$ cat src/rtl/count_arbiter_pkg.sv
// Shared types and helpers for count_arbiter: FSM state encoding, default
// rates, and the round-robin requester select.
package count_arbiter_pkg;

  typedef enum logic [1:0] {
    IDLE  = 2'd0,
    COUNT = 2'd1,
    DONE  = 2'd2
  } state_t;

  localparam int unsigned DEF_CLK_DIV   = 1500000;
  localparam int unsigned DEF_MAX_COUNT = 15;

  // One-hot pick of the first set bit at or above ptr, wrapping modulo n (n <= 8).
  function automatic logic [7:0] rr_select(input logic [7:0] req,
                                           input logic [2:0] ptr,
                                           input int unsigned n);
    logic [7:0] sel;
    logic [3:0] j;
    logic       found;
    sel   = '0;
    found = 1'b0;
    for (int unsigned i = 0; i < 8; i++) begin
      j = {1'b0, ptr} + 4'(i);
      if (j >= 4'(n)) j = j - 4'(n);
      if (i < n && !found && req[j[2:0]]) begin
        sel[j[2:0]] = 1'b1;
        found       = 1'b1;
      end
    end
    return sel;
  endfunction

endpackage

$ cat src/rtl/count_arbiter_tick_gen.sv
// Free-running prescaler: tick is a registered one-clk strobe every CLK_DIV clks.
// Shared by the board's slow-rate blocks.
module tick_gen
  import count_arbiter_pkg::*;
#(
  parameter int unsigned CLK_DIV = DEF_CLK_DIV
) (
  input  logic clk,
  input  logic rst,
  output logic tick
);

  localparam int unsigned CW = $clog2(CLK_DIV);

  logic [CW-1:0] cnt;

  always_ff @(posedge clk or posedge rst) begin
    if (rst) begin
      cnt  <= '0;
      tick <= 1'b0;
    end else if (cnt == CW'(CLK_DIV - 1)) begin
      cnt  <= '0;
      tick <= 1'b1;
    end else begin
      cnt  <= cnt + CW'(1);
      tick <= 1'b0;
    end
  end

endmodule

$ cat src/rtl/count_arbiter.sv
// Round-robin arbiter sharing one LED counter among N_REQ requesters.
// Define COUNT_ARB_ABORT_EN to abort a run when its request drops (adds abort port).
module count_arbiter
  import count_arbiter_pkg::*;
#(
  parameter int unsigned N_REQ     = 4,
  parameter int unsigned CLK_DIV   = DEF_CLK_DIV,
  parameter int unsigned CNT_W     = 4,
  parameter int unsigned MAX_COUNT = DEF_MAX_COUNT
) (
  input  logic             clk,
  input  logic             rst,
  input  logic [N_REQ-1:0] req,
  output logic [N_REQ-1:0] grant,
  output logic             busy,
  output logic [CNT_W-1:0] led,
  output logic [N_REQ-1:0] done,
  output logic             tick
`ifdef COUNT_ARB_ABORT_EN
  ,
  output logic             abort
`endif
);

  localparam int unsigned IW = $clog2(N_REQ);

  state_t          state;
  logic [IW-1:0]   rr_ptr;
  logic [IW-1:0]   gidx;
  logic [IW-1:0]   sel_idx;
  logic [IW-1:0]   next_ptr;
  logic [7:0]      sel;

  tick_gen #(.CLK_DIV(CLK_DIV)) u_tick_gen (
    .clk  (clk),
    .rst  (rst),
    .tick (tick)
  );

  always_comb begin
    sel     = rr_select(8'(req), 3'(rr_ptr), N_REQ);
    sel_idx = '0;
    for (int unsigned i = 0; i < 8; i++) begin
      if (sel[i]) sel_idx = IW'(i);
    end
    next_ptr = (gidx == IW'(N_REQ - 1)) ? '0 : gidx + IW'(1);
  end

  assign busy = (state != IDLE);

  always_ff @(posedge clk or posedge rst) begin
    if (rst) begin
      state  <= IDLE;
      rr_ptr <= '0;
      gidx   <= '0;
      grant  <= '0;
      led    <= '0;
      done   <= '0;
`ifdef COUNT_ARB_ABORT_EN
      abort  <= 1'b0;
`endif
    end else begin
      done  <= '0;
`ifdef COUNT_ARB_ABORT_EN
      abort <= 1'b0;
`endif
      case (state)
        IDLE: begin
          if (tick) begin
            led <= '0;
            if (req != '0) begin
              grant <= sel[N_REQ-1:0];
              gidx  <= sel_idx;
              state <= COUNT;
            end
          end
        end
        COUNT: begin
          if (tick) begin
`ifdef COUNT_ARB_ABORT_EN
            if (!req[gidx]) begin
              grant  <= '0;
              led    <= '0;
              rr_ptr <= next_ptr;
              abort  <= 1'b1;
              state  <= IDLE;
            end else
`endif
            if (led == CNT_W'(MAX_COUNT)) begin
              done  <= grant;
              state <= DONE;
            end else begin
              led <= led + CNT_W'(1);
            end
          end
        end
        DONE: begin
          if (tick) begin
            grant  <= '0;
            led    <= '0;
            rr_ptr <= next_ptr;
            state  <= IDLE;
          end
        end
        default: begin
          grant <= '0;
          led   <= '0;
          state <= IDLE;
        end
      endcase
    end
  end

endmodule
$ cat config.mk
export PLATFORM = sky130hd
export DESIGN_NAME = count_arbiter
export DESIGN_NICKNAME = d
export VERILOG_FILES = /design/src/rtl/count_arbiter_pkg.sv /design/src/rtl/count_arbiter_tick_gen.sv /design/src/rtl/count_arbiter.sv
export SDC_FILE = /design/constraint.sdc
export NUM_CORES = 1
export LEC_CHECK = 0
export CORE_AREA = 2 2 63 88
export DETAILED_ROUTE_END_ITERATION = 16
export DIE_AREA = 0 0 65 90
export GPL_TIMING_DRIVEN = 0
export PLACE_DENSITY = 0.62
export SLEW_MARGIN = 20
export SYNTH_ARGS = -nofsm -noshare
export SYNTH_HDL_FRONTEND = slang
export SYNTH_SLANG_ARGS = --single-unit
$ cat constraint.sdc
create_clock -name clk -period 3.7 [get_ports clk]
set_clock_uncertainty 0.2 [all_clocks]
set_input_delay 1.11 -clock clk [delete_from_list [all_inputs] [get_ports clk]]
set_output_delay 1.11 -clock clk [all_outputs]
set_load 0.05 [all_outputs]
==> impl_results.md <==
* Outcome: complete, no violations
* Final setup vio count at 0
* Post-synth EDFFs at 0
* Crit path max fanout at 10
* Die ar. at 5850 µm²
* I/O Pins at 20
* CP Capture Type: output pin
* Synth cell count leaders: 40 x dfrtp_1, 20 x nor2_1, 19 x nand2_1, 12 x nand3_1, 11 x ha_1
* Worst-Skew Late Latency at 0.29 ns
* Global-route wire length before repair at approximately 7200 µm
* Final core utilization at 0.515
* Pwr Total at 0.824 mW
* 1st-iter DRT viols at a little over 60
* Post-synthesis sequential area ratio at 0.453
* Fin. Hold Viols at 0
* Core area at roughly 5000 µm²
* Routability congestion estimate at a little under 0.8
* CTS resizes at 0
* Post-synth top area share at 0.453
* Final hold slack at 0.286 ns
* Postcts setup bufs at 0
* Die extent in y at 90 µm
* Initial antenna violation count at 0
* Worst-case reg-to-reg path depth at 9
* CTS H-Tree Depth at 2
* Crit path arrival time at 1.99 ns
* Area contributors post-synth: dfrtp_1 45%, ha_1 6.2%, xor2_1 4.0%, nor2_1 3.4%, nand2_1 3.2%
* Detailed-route via count at 1655
* Fillers at 481
* Worst Hold Path EP: u_tick_gen.cnt[0]
* Crit Path Class: reg2out
* Most common cell in the synthesized netlist: dfrtp_1
* Num rows at 31
* CTS tree: yes
* Clock sinks at 40
* Hold Buf Count CTS at 0
* Hold Crit Start: u_tick_gen.cnt[0]
* FFs w/ async S/R, synth at 1.00
* Hold depth at 1
* Peak VDD IR at 260 µV
* CTS clock-pin slew for the worst setup and hold paths at 0.08 ns
* Vias in the first global route at 1612
* Maximum clock frequency at 0.303 GHz
* # DRC at 0
* CTS max path bufs at 2
* Die W at 65 µm
* TNS Setup at 0 ns
* WL/cell at 13.4 µm
* Yosys warns at 0
* Nets at between 200 and 300
* Worst reg2reg path startpoint: rr_ptr[0]
* Port Buffers at 19
* Syn nets at 237
* Reg2Reg Capture Point: gidx[1]
* CTS Root Cell: clkbuf_8
* Via-per-instance ratio at between 5 and 6
* Top FF cell, synth: dfrtp_1
* TritonCTS buffer count at 5
* N_diodes at 0
* CP required at 2.39 ns
* Max Cap Violations at 0
* #FFs+latches synth at 40
* Fraction of final layout cells sized beyond drive strength 1 at 0.0806
* Count of unique library cells instantiated by Yosys at 51
* Tot GR Track Use at 0.159
* Placed wire-length estimate at between 3000 and 4000 µm
* GRT overflow at 0
* Leakage dissipation at about 1.1 nW
* Pre-Repair DR Iteration Count at 4
* Period utilisation layout at 0.892
* Largest net degree at the start of global routing at 22
* RSZ-0062 raised after global routing: no
* Post-route ant nets at 0
* Yosys top cell by area: dfrtp_1
* P per Cell Area at 315 nW/µm²
* Crit start category: flip-flop
* Cell Area, Synth at 2210 µm²
* Fin. max-slew vios at 0
* DRT Wirelength at 4220 µm
* Hold/Removal Path Class: reg2reg
* Slew @ Worst Pin at 0.500 ns
* Relative slew slack at 0.666
* Initial Util at 0.435
* Setup slack, reg-to-reg at ~0.7 ns
* Layout area overhead at 18.4%
* Syn_area_per_cell at roughly 10 µm²
* Cells after Synth at 220
* Fin crit period at 3.30 ns
-- sequential cells by signal, indices dropped and copies added, names as in the netlist --
| register | flops |
|---|---|
| done | 4 |
| rr_ptr | 2 |
| u_tick_gen.tick | 1 |
| state | 2 |
| led | 4 |
| u_tick_gen.cnt | 21 |
| grant | 4 |
| gidx | 2 |
-- power breakdown --
| part | internal, mW | leakage, nW | switching [mW] |
|---|---|---|---|
| clock | 0.200 | 0.0552 | 0.149 |
| combinational | 0.0167 | 0.549 | 0.0211 |
| sequential | 0.437 | 0.545 | 0 |
| total | 0.654 | 1.15 | 0.170 |
-- layer usage --
layer | GRT usage | wire length [µm] | vias to the layer above
met1 | 0.183 | 1780 | 782
met3 | 0.0300 | 102 | 6
met5 | 0 | 0 | -
met2 | 0.278 | 2260 | 24
li1 | - | - | 843
met4 | 0.0709 | 77 | 0
-- worst max-delay path: stages, from the launching register on --
cell and delay, ns:
dfrtp_1 0.39, clkbuf_1 0.34, or2_2 0.18, clkdlybuf4s50_1 0.79
-- through the flow --
stage | cell area (µm²) | std cells | setup slack, ns
floorplan | 2210 | 220 | 0.868
global placement | 2480 | 305 | 0.188
detailed placement | 2510 | 306 | 0.200
CTS | 2620 | 314 | 0.403
global route | 2620 | 314 | 0.336
finish | 2620 | 314 | 0.401
-- worst max-delay path by stage --
| stage | to | slack, ns | startpoint | cells after the start |
|---|---|---|---|---|
| after floorplan | gidx[1] | 0.87 | req[3] | 6 |
| after global placement | gidx[1] | 0.19 | req[3] | 7 |
| after detailed placement | gidx[1] | 0.20 | req[3] | 7 |
| after CTS | busy | 0.40 | state[0] | 3 |
| after global routing | busy | 0.34 | state[0] | 3 |
| final | busy | 0.40 | state[0] | 3 |
-- cells by family (layout without fill, tap and decap cells) --
family	count (synthesis)	in the layout	synth area share
adders and majority gates	11	11	0.0623
DFF	40	40	0.453
AOI/OAI and AO/OA	43	43	0.134
buffers and inverters	12	40	0.0277
and+or+nand+nor	89	89	0.206
muxes	7	7	0.0464
xor gates and xnor gates	18	18	0.0713
-- cell usage in the layout, fill, tap and decap left out, types with 4 or more instances in the layout --
cell | netlist | routed
nor2b_1 | 6 | 6
nand3_1 | 12 | 12
o21ai_0 | 8 | 8
a21oi_1 | 9 | 9
xnor2_1 | 8 | 8
clkbuf_1 | 3 | 4
and2_1 | 5 | 5
ha_1 | 11 | 11
and3_1 | 5 | 5
clkdlybuf4s50_1 | 0 | 19
nor2_1 | 20 | 20
dfrtp_1 | 40 | 40
nand4_1 | 6 | 6
inv_1 | 5 | 4
xor2_1 | 10 | 10
nand2_1 | 19 | 19
clkbuf_8 | 0 | 5
-- area by class of cell --
class	instances	area, µm²	share of cell area
flip-flops and latches	40	1000	0.382
inverters	5	18.8	0.00717
plain buffers	7	42.5	0.0162
clock inverters	2	35.0	0.0134
multi-input cells	168	1150	0.439
well taps	66	82.6	0.0315
repair buffers	20	218	0.0831
clock buffers	6	72.6	0.0277
No activity file was read; power rests on OpenSTA's default activity.
